**src/rtl/ascii_int32_tokenizer.sv**
```systemverilog
// ascii_int32_tokenizer
// Streaming decimal tokenizer. It takes one ASCII byte per cycle and emits one
// signed 32-bit integer for each decimal token. It also reports the per-frame
// token count, the end of each frame, and sticky error flags.
//
// Optional feature macro: SATURATE_EN
//   defined   : an out-of-range token is clamped to 32'h7FFFFFFF / 32'h80000000,
//               then emitted and counted
//   undefined : an out-of-range token is dropped
//
// Ports
//   clk          system clock, rising edge
//   rst          asynchronous active-high reset
//   clr          synchronous soft clear (has priority over an accepted byte)
//   in_data      ASCII byte
//   in_valid     byte valid; accepted when in_valid && in_ready
//   in_ready     0 while rst is asserted, otherwise 1
//   data_out     signed token value; holds the last value between pulses
//   data_valid   one-cycle pulse per emitted token
//   num_count    tokens emitted in the current frame
//   frame_done   one-cycle pulse after the terminator has been processed
//   err_invalid  sticky: illegal char, lone sign or count limit hit in frame
//   err_overflow sticky: token out of int32 range in frame
//
// state  | meaning
// IDLE   | between tokens
// SIGN   | sign seen, no digit yet
// DIGITS | accumulating digits of a token
// SKIP   | discarding bytes up to the next delimiter/terminator after an error
module ascii_int32_tokenizer #(
   parameter logic [7:0] TERM_CHAR = 8'h0A,
   parameter int         MAX_COUNT = 2047
) (
   input  logic        clk,
   input  logic        rst,
   input  logic        clr,
   input  logic [7:0]  in_data,
   input  logic        in_valid,
   output logic        in_ready,
   output logic [31:0] data_out,
   output logic        data_valid,
   output logic [10:0] num_count,
   output logic        frame_done,
   output logic        err_invalid,
   output logic        err_overflow
);

   typedef enum logic [1:0] {IDLE, SIGN, DIGITS, SKIP} state_t;

   state_t      state;
   logic [33:0] acc;
   logic        neg;
   logic        ovf;

   logic        is_digit, is_sign, is_delim, is_term;
   logic [35:0] prod;
   logic [35:0] limit;
   logic        prod_ovf;
   logic [10:0] cnt_base;
   logic        cnt_full;
   logic        tok_emit;
   logic [31:0] tok_val;

   assign in_ready = ~rst;

   always_comb begin
      is_digit = (in_data >= 8'h30) && (in_data <= 8'h39);
      is_sign  = (in_data == 8'h2D) || (in_data == 8'h2B);
      is_delim = (in_data == 8'h20) || (in_data == 8'h2C) ||
                 (in_data == 8'h09) || (in_data == 8'h0D);
      is_term  = (in_data == TERM_CHAR);

      // 36 bits so that acc*10+9 cannot wrap before the range compare.
      prod     = {2'b00, acc} * 36'd10 + {32'd0, in_data[3:0]};
      limit    = neg ? 36'h0_8000_0000 : 36'h0_7FFF_FFFF;
      prod_ovf = prod > limit;

      // The count is cleared on the cycle after frame_done. A byte accepted in
      // that cycle already belongs to the new frame, so it counts from zero.
      cnt_base = frame_done ? 11'd0 : num_count;
      cnt_full = (cnt_base == 11'(MAX_COUNT));

`ifdef SATURATE_EN
      tok_emit = 1'b1;
      if (ovf)
         tok_val = neg ? 32'h8000_0000 : 32'h7FFF_FFFF;
      else
         tok_val = neg ? -acc[31:0] : acc[31:0];
`else
      tok_emit = ~ovf;
      tok_val  = neg ? -acc[31:0] : acc[31:0];
`endif
   end

   always_ff @(posedge clk or posedge rst) begin
      if (rst) begin
         state        <= IDLE;
         acc          <= '0;
         neg          <= 1'b0;
         ovf          <= 1'b0;
         data_out     <= '0;
         data_valid   <= 1'b0;
         num_count    <= '0;
         frame_done   <= 1'b0;
         err_invalid  <= 1'b0;
         err_overflow <= 1'b0;
      end else if (clr) begin
         state        <= IDLE;
         acc          <= '0;
         neg          <= 1'b0;
         ovf          <= 1'b0;
         data_valid   <= 1'b0;
         num_count    <= '0;
         frame_done   <= 1'b0;
         err_invalid  <= 1'b0;
         err_overflow <= 1'b0;
      end else begin
         data_valid <= 1'b0;
         frame_done <= 1'b0;
         if (frame_done) begin
            num_count    <= '0;
            err_invalid  <= 1'b0;
            err_overflow <= 1'b0;
         end
         if (in_valid) begin
            unique case (state)
               IDLE: begin
                  if (is_digit) begin
                     state <= DIGITS;
                     acc   <= {30'd0, in_data[3:0]};
                     neg   <= 1'b0;
                     ovf   <= 1'b0;
                  end else if (is_sign) begin
                     state <= SIGN;
                     neg   <= (in_data == 8'h2D);
                     ovf   <= 1'b0;
                  end else if (is_term) begin
                     frame_done <= 1'b1;
                  end else if (!is_delim) begin
                     err_invalid <= 1'b1;
                     state       <= SKIP;
                  end
               end
               SIGN: begin
                  if (is_digit) begin
                     state <= DIGITS;
                     acc   <= {30'd0, in_data[3:0]};
                  end else begin
                     err_invalid <= 1'b1;
                     if (is_delim) begin
                        state <= IDLE;
                     end else if (is_term) begin
                        state      <= IDLE;
                        frame_done <= 1'b1;
                     end else begin
                        state <= SKIP;
                     end
                  end
               end
               DIGITS: begin
                  if (is_digit) begin
                     if (!ovf) begin
                        if (prod_ovf) begin
                           ovf          <= 1'b1;
                           err_overflow <= 1'b1;
                        end else begin
                           acc <= prod[33:0];
                        end
                     end
                  end else if (is_delim || is_term) begin
                     state <= IDLE;
                     acc   <= '0;
                     if (is_term)
                        frame_done <= 1'b1;
                     if (tok_emit) begin
                        if (cnt_full) begin
                           err_invalid <= 1'b1;
                        end else begin
                           data_valid <= 1'b1;
                           data_out   <= tok_val;
                           num_count  <= cnt_base + 11'd1;
                        end
                     end
                  end else begin
                     err_invalid <= 1'b1;
                     state       <= SKIP;
                     acc         <= '0;
                  end
               end
               SKIP: begin
                  if (is_delim) begin
                     state <= IDLE;
                  end else if (is_term) begin
                     state      <= IDLE;
                     frame_done <= 1'b1;
                  end
               end
               default: state <= IDLE;
            endcase
         end
      end
   end

endmodule

```
**config.mk**
```make
export PLATFORM = sky130hd
export DESIGN_NAME = ascii_int32_tokenizer
export DESIGN_NICKNAME = d
export VERILOG_FILES = /design/src/rtl/ascii_int32_tokenizer.sv
export SDC_FILE = /design/constraint.sdc
export NUM_CORES = 1
export LEC_CHECK = 0
export ABC_AREA = 1
export CAP_MARGIN = 25
export CORE_MARGIN = 2
export CORE_UTILIZATION = 56
export CTS_CLUSTER_DIAMETER = 30
export CTS_CLUSTER_SIZE = 28
export DETAILED_ROUTE_END_ITERATION = 8
export GPL_TIMING_DRIVEN = 0
export PLACE_DENSITY = 0.81
export SLEW_MARGIN = 10
export SYNTH_ARGS = -nofsm -noshare
export SYNTH_HDL_FRONTEND = slang
export SYNTH_SLANG_ARGS = --single-unit
```
**constraint.sdc**
```tcl
create_clock -name clk -period 4.4 [get_ports clk]
set_input_delay 0.88 -clock clk [delete_from_list [all_inputs] [get_ports clk]]
set_output_delay 0.88 -clock clk [all_outputs]
set_load 0.05 [all_outputs]
```
After elaboration in Yosys (flattened, before gate mapping):

Cells that the tools add are included.

* register bits: 85
* output and inout bits: 48
* input bits: 12
* word-level logic and storage cells: 141

* reduce and logical (&&, ||, !) cells: 18
* equal/unequal tests: 20
* order comparisons: 3
* muxes and demuxes: 81
* $mul: 1
* add/sub/neg operators: 3
* bitwise gates (word level): 5

Operators by type and width (count)
* 34-bit 2-to-1 mux: 6
* 11-bit 2-to-1 mux: 8
* 34-bit case mux with 2 select lines: 1
* 32-bit 2-to-1 mux: 2
* 1-bit 2-to-1 mux: 47
* 36-bit by 4-bit adder with 36-bit output: 1
* 36-bit by 32-bit > comparator with 1-bit output: 1
* 34-bit by 3-bit multiplier with 35-bit output, second input constant: 1
* 8-bit by 6-bit == test with 1-bit output, second input constant: 4
* 32-bit negator: 1
* 2-bit 2-to-1 mux: 13
* 8-bit by 4-bit == test with 1-bit output, second input constant: 3
* 4-bit != test, second input constant: 4
* 11-bit by 1-bit adder with 11-bit output, second input constant: 1
* 11-bit == test, second input constant: 1
* 5-bit != test, second input constant: 2
* 5-bit AND reduction: 2
* 3-bit nonzero test: 3
* 8-bit by 6-bit greater-or-equal comparator with 1-bit output, second input constant: 1
* 8-bit by 6-bit <= comparator with 1-bit output, second input constant: 1
* 2-bit case mux with 4 select lines: 1
* 7-bit AND reduction: 1
* 3-bit != test, second input constant: 2
* 1-bit logical OR: 5
* 13 further kinds: 19

Logic depth before layout (Yosys ltp):

Gate-level depths: netlist (run 1).

* word-level depth: 11
* mapped depth: 38
* depth with buffers taken out: 37

Worst setup path before layout (run 1):

Ideal clock, no wire load.

* path type: flip-flop to flip-flop
* from: register acc[1]
* to: register acc[28]
* path buffers: 1
* arrival: 4.537 ns
* setup slack: -0.254 ns
* stages on the path, launching flop included: 35
* required time: 4.283 ns
* clock period less this slack: 4.654 ns
* library setup time: 0.117 ns
* cells stage by stage: dfrtp_1 > ha_1 > ha_1 > inv_1 > fa_1 > nor2_1 > nand3_1 > nand2_1 > nand2_1 > nor2_1 > nand3_2 > nor2_4 > nand2_2 > nor2_4 > nand2_1 > o21ai_0 > inv_1 > ha_1 > nand4_1 > or2_2 > nor4_1 > nand2_1 > nand3_1 > nand2_1 > nand2_1 > nand2_1 > nand2_1 > nand2_1 > nand2_1 > nor2_2 > nand4_2 > nand2_4 > buf_4 > nand3_1 > nand2_1

* word-level cells in the longest chain between the ends: 8
* elaborated cells between the ends (all ways): 11
* classes of those cells: 1 x add/sub; 1 x mul; 1 x order compare; 1 x eq/ne; 6 x mux; 1 x reduce/logical

RTL lines
* start: declaration: RTL line 51 `logic [33:0] acc;`
* start signal: assignment: RTL line 130 `acc <= {30'd0, in_data[3:0]};`
* start signal: assignment: RTL line 147 `acc <= {30'd0, in_data[3:0]};`
* start signal: assignment: RTL line 167 `acc <= prod[33:0];`
* 34-bit by 3-bit multiplier with 35-bit output *: RTL line 74 `prod = {2'b00, acc} * 36'd10 + {32'd0, in_data[3:0]};`
* 36-bit by 4-bit adder with 36-bit output *: RTL line 74
* parallel branches: the longest is 6 deep, another holds 36-bit by 32-bit > comparator with 1-bit output

Mark *: on every way between the ends. The select of a mux whose other input is x is not followed.
A chain may end at the register's enable or synchronous reset.

Worst setup path after layout (run 1):

* from: register acc[1]
* to: register acc[10]

Same word-level chain as after synthesis.

==> qor.csv, run 1 <==
stage,metric,value,unit
cells_and_area,nets,1791,
drt,DR iter-0 viols,1358,
yosys,synthesized net count,1638,
critical_path,R2R Path End,acc[10]$_DFFE_PP0P_,
power_and_ir_drop,Max IR drop VDD,0.222,mV
timing,"Slew Viols, Final",2,
cts,clock sink count,85,
hold_path,Worst Hold Class,flip-flop to flip-flop,
cells_and_area,"most common cell after layout, fill and taps aside",nand2_1,
floorplanning,row count,47,
placed_design,post-DP HPWL,21.6,mm
critical_path,worst endpoint required time,4.68,ns
timing,Peak Freq,0.195,GHz
cells_and_area,Area Growth Syn to Fin,31.6,%
cells_and_area,Layout fillers,1115,
cts,worst skew pair latency,0.35,ns
timing,RSZ-0062 raised after global routing,yes,
timing,period utilization,117,%
placed_design,Buffers on Ports,58,
timing,fin crit period,5.13,ns
grt,total grt overflow,0,
cts,clock buffer depth,2,
cts,clock buffer count from CTS,9,
yosys,Yosys reg bits,85,
timing,"Hold Vio Cnt, Final",0,
power_and_ir_drop,LEAKAGE,6.38,nW
critical_path,Crit path largest cell delay,0.49,ns
cells_and_area,FF/Latch Area,0.00216,sq mm
grt,Global Route Usage Sum,32.2,%
yosys,Mapped Cells,1524,
cells_and_area,"Core Util, Final",75.6,%
timing,slew margin rel.,-15.6,%
cells_and_area,most frequent cells in the layout,"nand2_1 (442), inv_1 (209), nor2_1 (136)",
placed_design,GPL Wtd Cong,0.932,
placed_design,Placed Area,0.0105,sq mm
critical_path,Startpoint Class,flip-flop,
power_and_ir_drop,overall power,2.29,mW
floorplanning,Initial Utilization,57.4,%
critical_path,FF-to-FF path depth,32,
yosys,register area share after synthesis,22.3,%
timing,clk_skew,0.0118,ns
cts,H-tree depth,3,
critical_path,worst setup slack for register-to-register paths,-0.73,ns
cells_and_area,fin area,0.0126,sq mm
grt,first-pass GRT wire length,46.9,mm
grt,largest net degree at the start of global routing,48,
cts,"Reg clk slew, reported paths",0.06,ns
critical_path,Worst EP arrival,5.41,ns
cts,CTS tree,built,
run_status,failing checks,"max-capacitance violations, max-slew violations, negative setup slack",
timing,Worst Tran Pin Value,1.69,ns
flow_run,number of max-cap violations,1,
critical_path,slowest cell on the critical path,fa_2,
drt,routed length per instance,17.6,microns
timing,final setup TNS,-23.84,ns
grt,initial antenna violation count,0,
timing,Final setup violation count,36,
yosys,post-synthesis cell area,0.00955,sq mm
drt,antenna violation net count after detailed routing,0,
critical_path,critical path's most frequent cell,nand2_1,
grt,vias in the first global route,9961,
cts,Root Driver,clkbuf_16,
critical_path,Worst setup EP type,flip-flop,
critical_path,crit-path max FO,5,
drt,DR DRC count,0,
placed_design,DP Worst Slack,-1.45,ns
cells_and_area,area of the multi-input gates,0.00752,sq mm
timing,hold_ws,0.479,ns
yosys,yosys warns,0,
drt,vias,11200,
drt,Vias/cell,5.90,
timing,"Worst Setup Slack, final",-0.734,ns
critical_path,reg2reg start,acc[1]$_DFFE_PP0P_,
run_status,status,"finished, violations left",
floorplanning,total core area,0.0166,sq mm
cells_and_area,Finished Layout Cells,1903,
floorplanning,die height,135,microns
floorplanning,Ports,60,
critical_path,crit path to,acc[10]$_DFFE_PP0P_,
critical_path,kind of critical path,flip-flop to flip-flop,
floorplanning,die area,0.0181,sq mm
placed_design,Placed Cells,1805,
yosys,Synth cell types,49,
drt,DRT Pass-1 Iters,6,
cells_and_area,fraction of final layout cells with drive strength greater than 1,21.9,%
drt,routed wire length,33.6,mm
power_and_ir_drop,Pwr Density,182,mW/mm^2
yosys,Synth Area per Inst,6.27,sq um
critical_path,worst setup path start,acc[1]$_DFFE_PP0P_,
floorplanning,Die W,135,microns
-- layout make-up --
cell class	count	share of cell area, %
plain buffers	25	1.17
flip-flops and latches	85	17.2
clock inverters	4	0.179
well taps	220	2.19
multi-input cells	1185	59.8
diodes	1	0.0199
inverters	227	6.82
clock buffers	12	2.04
repair buffers	144	10.6
-- worst min-delay path by stage --
stage                               end  cells after the start  slack [ns]                startpoint
3_3_place_gp     err_overflow$_DFF_PP0_                      1        0.46    err_overflow$_DFF_PP0_
2_1_floorplan        acc[0]$_DFFE_PP0P_                      2        0.49        acc[0]$_DFFE_PP0P_
3_5_place_dp   data_out[29]$_DFFE_PP0P_                      2        0.47  data_out[29]$_DFFE_PP0P_
5_1_grt        data_out[10]$_DFFE_PP0P_                      2        0.51  data_out[10]$_DFFE_PP0P_
6_report       data_out[29]$_DFFE_PP0P_                      2        0.48  data_out[29]$_DFFE_PP0P_
4_1_cts        data_out[29]$_DFFE_PP0P_                      2        0.49  data_out[29]$_DFFE_PP0P_
-- sequential cells by signal, summed over array words and instances, names as in the netlist --
name and flops:
acc 34, data_out 32, data_valid 1, err_invalid 1, err_overflow 1, frame_done 1, neg 1, num_count 11
ovf 1, state 2
-- layer usage --
layer / GRT usage (%) / share of wire, % / vias up
li1: - / - / 5208
met1: 40.9 / 39 / 5163
met2: 55.3 / 47 / 660
met3: 3.27 / 8.3 / 200
met4: 15.0 / 5.9 / 0
met5: 0 / 0 / -
-- worst max-delay path, delay by kind of cell, from the launching register on --
family,cells,cell delay [ns]
AND/OR/NAND/NOR,22,2.42
AO/OA/AOI/OAI,2,0.45
XOR/XNOR,1,0.21
buffers and inverters,3,0.33
flip-flops,1,0.45
adder cells (fa/ha/maj),4,1.18
-- power by group --
| part | internal [mW] | leakage, nW | switching [mW] | total [mW] |
|---|---|---|---|---|
| clock network | 0.410 | 0.138 | 0.309 | 0.720 |
| logic | 0.260 | 5.10 | 0.486 | 0.746 |
| registers | 0.802 | 1.13 | 0.0252 | 0.827 |
-- cells in the mapped netlist (all sizes together) --
cell | instances | share of area, %
inv | 226 | 8.9
and2 | 2 | 0.13
a21o | 1 | 0.079
xor2 | 37 | 3.4
nand3b | 11 | 0.90
nor3 | 23 | 1.3
o32ai | 1 | 0.092
nand3 | 119 | 6.7
nor2 | 176 | 7.9
dfrtp | 85 | 22
o21a | 2 | 0.16
a2111oi | 4 | 0.37
or2 | 9 | 0.59
xnor2 | 7 | 0.64
o31ai | 4 | 0.31
clkinv | 1 | 0.039
o22ai | 2 | 0.13
a41oi | 1 | 0.092
a211oi | 3 | 0.24
o211ai | 4 | 0.31
fa | 2 | 0.42
a32o | 1 | 0.10
o21ai | 57 | 3.0
a21boi | 2 | 0.16
o21bai | 3 | 0.24
buf | 8 | 0.75
o41ai | 1 | 0.092
o2111ai | 1 | 0.092
a221oi | 4 | 0.37
clkbuf | 19 | 0.75
nand4 | 28 | 2.0
and3 | 2 | 0.13
ha | 100 | 13
a21oi | 46 | 2.4
nor4 | 11 | 0.72
a31oi | 5 | 0.33
nand2 | 516 | 21
-- kinds of logic after synthesis --
family | Yosys count | synth area share [%]
DFF | 85 | 22.3
buffers and inverters | 254 | 10.4
xor gates and xnor gates | 44 | 4.03
AOI/OAI and AO/OA | 142 | 8.59
adders and majority gates | 102 | 13.5
and+or+nand+nor | 897 | 41.2
-- timing repair --
action,CTS,global route
hold buffers,0,0
endpoints found under the setup margin,36,36
setup buffers,44,34
gates cloned,3,2
pin swaps,50,67
resized for setup,134,126
endpoints found under the hold margin,0,0
Power figures use the tool's default switching activity.
==> run 2: changes to the inputs <==
MAX_ROUTING_LAYER = met4   (was default)
==> run 2 against run 1 <==
The flow finishes with violations (negative setup slack). Sequential share of layout area rose by 1.0 points. Combinational power fell by 10%. First-iteration DRC count fell by 40%. Critical path depth rose by 3.
==> qor.csv, run 2 (synthesis gave the netlist of run 1 again) <==
stage,metric,value,unit,change
timing,clk_skew,0.00956,ns,was 0.0118 ns
grt,Global Route Usage Sum,32.6,%,was 32.2%
cts,worst skew pair latency,0.35,ns,about the same
cells_and_area,most frequent cells in the layout,"nand2_1 (432), inv_1 (211), nor2_1 (142)",,"was nand2_1 (442), inv_1 (209), nor2_1 (136)"
placed_design,Placed Cells,1805,,unchanged
cells_and_area,Finished Layout Cells,1864,,was 1903
timing,"Worst Setup Slack, final",-0.578,ns,was -0.734 ns
critical_path,Startpoint Class,flip-flop,,unchanged
cts,hold_buf cts,0,,unchanged
cells_and_area,fin area,0.0118,sq mm,was 0.0126 sq mm
timing,Final setup violation count,36,,unchanged
cells_and_area,nets,1753,,was 1791
cells_and_area,largest registers,"acc: 34 flops, data_out: 32 flops, num_count: 11 flops",,unchanged
cts,clock buffer depth,2,,unchanged
grt,total grt overflow,0,,unchanged
cts,clock buffer count from CTS,9,,unchanged
floorplanning,row count,47,,unchanged
grt,largest net degree at the start of global routing,48,,unchanged
drt,routed wire length,28.8,mm,was 33.6 mm
cts,CTS tree,built,,unchanged
timing,Peak Freq,0.201,GHz,was 0.195 GHz
placed_design,Placed Area,0.0105,sq mm,about the same
critical_path,worst endpoint required time,4.67,ns,was 4.68 ns
cells_and_area,Reg with most FFs,acc,,unchanged
floorplanning,Initial Utilization,57.4,%,unchanged
placed_design,GPL Wtd Cong,0.942,,was 0.932
placed_design,Buffers on Ports,58,,unchanged
timing,fin crit period,4.98,ns,was 5.13 ns
cts,Root Driver,clkbuf_16,,unchanged
drt,DRT Pass-1 Iters,6,,unchanged
drt,antenna violation net count after detailed routing,0,,unchanged
critical_path,slowest cell on the critical path,fa_2,,unchanged
power_and_ir_drop,Pwr Density,187,mW/mm^2,was 182 mW/mm^2
floorplanning,Die W,135,microns,unchanged
floorplanning,total core area,0.0166,sq mm,unchanged
hold_path,Worst Hold Class,flip-flop to flip-flop,,unchanged
critical_path,Crit path largest cell delay,0.48,ns,was 0.49 ns
critical_path,critical path's most frequent cell,nand2_1,,unchanged
timing,period utilization,113,%,was 117%
run_status,status,"finished, violations left",,unchanged
grt,initial antenna violation count,0,,unchanged
timing,"Hold Vio Cnt, Final",0,,unchanged
cts,"Reg clk slew, reported paths",0.06,ns,about the same
timing,slew margin rel.,28.3,%,was -15.6%
drt,Vias/cell,5.61,,was 5.90
cells_and_area,Area Growth Syn to Fin,24.0,%,was 31.6%
floorplanning,die area,0.0181,sq mm,unchanged
grt,vias in the first global route,9948,,was 9961
drt,routed length per instance,15.4,microns,was 17.6 microns
cts,clock sink count,85,,unchanged
power_and_ir_drop,LEAKAGE,6.13,nW,was 6.38 nW
cells_and_area,fraction of final layout cells with drive strength greater than 1,18.2,%,was 21.9%
drt,vias,10400,,was 11200
grt,first-pass GRT wire length,46.6,mm,was 46.9 mm
floorplanning,die height,135,microns,unchanged
critical_path,crit-path max FO,8,,was 5
placed_design,post-DP HPWL,21.5,mm,was 21.6 mm
critical_path,kind of critical path,flip-flop to flip-flop,,unchanged
cells_and_area,max reg flops,34,,unchanged
critical_path,Worst EP arrival,5.25,ns,was 5.41 ns
run_status,failing checks,negative setup slack,,"was max-capacitance violations, max-slew violations, negative setup slack"
timing,"Slew Viols, Final",0,,was 2
timing,RSZ-0062 raised after global routing,yes,,unchanged
critical_path,Worst setup EP type,flip-flop,,unchanged
cts,H-tree depth,3,,unchanged
timing,final setup TNS,-18.57,ns,was -23.84 ns
drt,DR DRC count,0,,unchanged
flow_run,number of max-cap violations,0,,was 1
cells_and_area,"most common cell after layout, fill and taps aside",nand2_1,,unchanged
cells_and_area,n_diodes,0,,was 1
drt,DR iter-0 viols,816,,was 1358
power_and_ir_drop,Max IR drop VDD,0.271,mV,was 0.222 mV
floorplanning,Ports,60,,unchanged
timing,Worst Tran Pin Value,1.05,ns,was 1.69 ns
-- run 2: per-layer routing --
| layer | track usage [%] | up-vias | wire, microns |
|---|---|---|---|
| li1 | - | 5126 | - |
| met1 | 41.0 | 4798 | 12100 |
| met2 | 53.5 | 431 | 13500 |
| met3 | 2.74 | 93 | 1840 |
| met4 | 15.7 | 0 | 1330 |
| met5 | - | - | 0 |
-- run 2: repair_timing --
| action | in CTS | in global routing |
|---|---|---|
| setup endpoints to repair | 36 | 36 |
| pin swaps | 27 | 9 |
| resized for setup | 112 | 91 |
| setup buffers | 20 | 20 |
| gates cloned | 4 | 0 |
-- run 2: final cells by class --
class | instances | area [sq um]
Clock buffer | 13 | 260
Fill cell | 1330 | 4800
Buffer | 27 | 158
Sequential cell | 85 | 2160
Inverter | 227 | 855
Tap cell | 220 | 275
Timing Repair Buffer | 104 | 970
Multi-Input combinational cell | 1185 | 7150
Clock inverter | 3 | 20.0
-- run 2: critical path, delay by kind of cell (launching register included) --
family	cells	cell delay, ns
AOI/OAI and AO/OA	1	0.17
adders and majority gates	4	1.16
buffers and inverters	3	0.25
DFF	1	0.45
and+or+nand+nor	27	2.87
-- run 2: path summary, 6_finish.rpt --
path | start | endpoint | slack (ns) | cells past startpoint
worst max-delay path | acc[1]$_DFFE_PP0P_ | acc[2]$_DFFE_PP0P_ | -0.58 | 35
worst min-delay path | err_overflow$_DFF_PP0_ | err_overflow$_DFF_PP0_ | 0.48 | 1
worst max register to register | acc[1]$_DFFE_PP0P_ | acc[2]$_DFFE_PP0P_ | -0.58 | 35
worst min register to register | err_overflow$_DFF_PP0_ | err_overflow$_DFF_PP0_ | 0.48 | 1
max in group asynchronous | rst | acc[20]$_DFFE_PP0P_ | 2.80 | 3
min in group asynchronous | rst | data_out[12]$_DFFE_PP0P_ | 0.96 | 2
-- run 2: per-stage QoR --
stage / setup slack (ns) / power, mW / utilization [%] / hold slack (ns)
4_1_cts: -0.433 / 2.15 / 68.5 / 0.483
3_5_place_dp: -1.43 / 1.36 / 63.2 / 0.468
5_1_grt: -0.833 / 2.31 / 71.2 / 0.499
2_1_floorplan: -0.115 / 1.22 / - / 0.493
3_3_place_gp: -1.37 / 1.34 / 62.8 / 0.464
6_report: -0.578 / 2.22 / 71.2 / 0.480
-- run 2: power breakdown --
part / leakage, nW / total, mW / switching (mW) / internal [mW]
Combinational: 4.86 / 0.671 / 0.435 / 0.236
Sequential: 1.14 / 0.829 / 0.0268 / 0.802
Clock: 0.132 / 0.716 / 0.304 / 0.413
==> run 3: changes to the inputs <==
SKIP_CTS_REPAIR_TIMING = 1   (was default)
==> run 3 against run 2 <==
The flow still finishes with violations (negative setup slack). Largest cell class unchanged. Critical path depth rose by 1. Power fell by 1.1%. Utilization fell by 1.8 points. Clock skew rose by 0.0011 ns. Via count fell by 2.0%. Sequential power rose by 0.8%. Worst setup slack got worse by 0.072 ns. Die area did not move. Count of clock-buffer cells in the layout did not move. Critical path type unchanged. Sequential share of layout area rose by 0.45 points. Non-clock buffer count fell by 16.
==> qor.csv, run 3 (synthesis gave the netlist of run 1 again) <==
stage,metric,value,unit,change
grt,first-pass GRT wire length,44.0,mm,was 46.6 mm
drt,DR WL met2,12.9,mm,was 13.5 mm
floorplanning,row count,47,,unchanged
cts,clock buffer depth,2,,unchanged
critical_path,Worst EP arrival,5.28,ns,was 5.25 ns
timing,fin crit period,5.05,ns,was 4.98 ns
critical_path,crit-path max FO,8,,unchanged
critical_path,Startpoint Class,flip-flop,,unchanged
cts,"Reg clk slew, reported paths",0.06,ns,about the same
cells_and_area,largest registers,"acc: 34 flops, data_out: 32 flops, num_count: 11 flops",,unchanged
placed_design,post-DP HPWL,21.5,mm,unchanged
cells_and_area,Area Growth Syn to Fin,21.0,%,was 24.0%
cells_and_area,Finished Layout Cells,1849,,was 1864
cells_and_area,Reg with most FFs,acc,,unchanged
power_and_ir_drop,Max IR drop VDD,0.268,mV,was 0.271 mV
floorplanning,die height,135,microns,unchanged
run_status,failing checks,negative setup slack,,unchanged
timing,RSZ-0062 raised after global routing,yes,,unchanged
timing,"Slew Viols, Final",0,,unchanged
cts,H-tree depth,3,,unchanged
timing,slew margin rel.,28.5,%,was 28.3%
floorplanning,Initial Utilization,57.4,%,unchanged
cells_and_area,most frequent cells in the layout,"nand2_1 (448), inv_1 (211), nor2_1 (143)",,"was nand2_1 (432), inv_1 (211), nor2_1 (142)"
floorplanning,die area,0.0181,sq mm,unchanged
timing,"Worst Setup Slack, final",-0.650,ns,was -0.578 ns
power_and_ir_drop,LEAKAGE,6.02,nW,was 6.13 nW
timing,clk_skew,0.0107,ns,was 0.00956 ns
cts,clock sink count,85,,unchanged
cells_and_area,n_diodes,0,,unchanged
placed_design,Buffers on Ports,58,,unchanged
timing,final setup TNS,-21.69,ns,was -18.57 ns
power_and_ir_drop,Pwr Density,190,mW/mm^2,was 187 mW/mm^2
run_status,status,"finished, violations left",,unchanged
placed_design,GPL Wtd Cong,0.942,,unchanged
flow_run,number of max-cap violations,0,,unchanged
drt,metal1 wirelength,12.2,mm,was 12.1 mm
timing,period utilization,115,%,was 113%
critical_path,slowest cell on the critical path,dfrtp_2,,was fa_2
critical_path,worst endpoint required time,4.63,ns,was 4.67 ns
cells_and_area,max reg flops,34,,unchanged
cells_and_area,fraction of final layout cells with drive strength greater than 1,15.6,%,was 18.2%
grt,largest net degree at the start of global routing,48,,unchanged
timing,Final setup violation count,36,,unchanged
placed_design,Placed Cells,1805,,unchanged
floorplanning,total core area,0.0166,sq mm,unchanged
drt,antenna violation net count after detailed routing,0,,unchanged
grt,initial antenna violation count,0,,unchanged
grt,vias in the first global route,9448,,was 9948
critical_path,Crit path largest cell delay,0.47,ns,was 0.48 ns
cells_and_area,nets,1738,,was 1753
drt,DR DRC count,0,,unchanged
drt,DR iter-0 viols,825,,was 816
critical_path,kind of critical path,flip-flop to flip-flop,,unchanged
drt,uppermost routed layer,met4,,unchanged
cts,CTS tree,built,,unchanged
drt,metal3 WL,1.62,mm,was 1.84 mm
drt,DRT Pass-1 Iters,5,,was 6
timing,Peak Freq,0.198,GHz,was 0.201 GHz
grt,Global Route Usage Sum,30.8,%,was 32.6%
critical_path,critical path's most frequent cell,nand2_1,,unchanged
hold_path,Worst Hold Class,flip-flop to flip-flop,,unchanged
drt,vias,10200,,was 10400
cts,Root Driver,clkbuf_16,,unchanged
cts,worst skew pair latency,0.35,ns,about the same
cells_and_area,"most common cell after layout, fill and taps aside",nand2_1,,unchanged
drt,routed length per instance,15.1,microns,was 15.4 microns
floorplanning,Ports,60,,unchanged
drt,Vias/cell,5.54,,was 5.61
critical_path,Worst setup EP type,flip-flop,,unchanged
grt,total grt overflow,0,,unchanged
cts,clock buffer count from CTS,9,,unchanged
floorplanning,Die W,135,microns,unchanged
timing,"Hold Vio Cnt, Final",0,,unchanged
drt,routed wire length,27.8,mm,was 28.8 mm
timing,Worst Tran Pin Value,1.05,ns,about the same
## run 3: cell count changes in the layout (fill, tap and decap cells not counted), sizes merged
cell,previous run,this run
buf,54,36
dlymetal6s2s,0,3
clkbuf,32,34
dlygate4sd2,2,0
clkdlybuf4s15,1,0
nand2,516,517
## run 3: layout make-up
cell class	instances	area (sq um)
clock buffers	13	260
flip-flops and latches	85	2160
fillers	1394	5090
well taps	220	275
plain buffers	27	154
multi-input cells	1186	6950
clock inverters	3	20.0
repair buffers	88	881
inverters	227	855
## run 3: worst paths after layout
path                                                from                        to  depth (start not counted)  slack, ns
worst max-delay path                  acc[3]$_DFFE_PP0P_       acc[21]$_DFFE_PP0P_                         36      -0.65
worst min-delay path            data_out[26]$_DFFE_PP0P_  data_out[26]$_DFFE_PP0P_                          2       0.48
worst max register to register        acc[3]$_DFFE_PP0P_       acc[21]$_DFFE_PP0P_                         36      -0.65
min in group asynchronous                            rst   data_out[4]$_DFFE_PP0P_                          2       0.96
worst min register to register  data_out[26]$_DFFE_PP0P_  data_out[26]$_DFFE_PP0P_                          2       0.48
max in group asynchronous                            rst       acc[24]$_DFFE_PP0P_                          3       2.80
## run 3: critical path: cells and delay by family, from the launching register on
kind / cells / cell delay [ns]
AOI/OAI and AO/OA: 1 / 0.18
adders and majority gates: 3 / 0.85
buffers and inverters: 6 / 0.74
DFF: 1 / 0.47
and+or+nand+nor: 26 / 2.70
## run 3: per-stage QoR
| step | power [mW] | util [%] | setup slack (ns) | cell area, sq um | hold WS (ns) |
|---|---|---|---|---|---|
| final | 2.19 | 69.4 | -0.650 | 11600 | 0.479 |
| after global routing | 2.29 | 69.4 | -0.944 | 11600 | 0.499 |
| after CTS | 2.07 | 64.8 | -1.15 | 10800 | 0.483 |
| after detailed placement | 1.36 | 63.2 | -1.43 | 10500 | 0.468 |
| after global placement | 1.34 | 62.8 | -1.37 | 10500 | 0.464 |
| after floorplan | 1.22 | - | -0.115 | 9600 | 0.493 |
## run 3: power by group
| part | total (mW) | switching [mW] | leakage, nW | internal, mW |
|---|---|---|---|---|
| clock network | 0.719 | 0.306 | 0.132 | 0.413 |
| registers | 0.836 | 0.0334 | 1.14 | 0.802 |
| logic | 0.638 | 0.403 | 4.74 | 0.235 |
| total | 2.19 | 0.742 | 6.02 | 1.45 |
## run 3: metal layers
metal,GRT usage [%],vias to the layer above
met5,-,-
met2,49.9,361
met3,2.03,73
met4,13.4,0
li1,-,5093
met1,40.0,4710
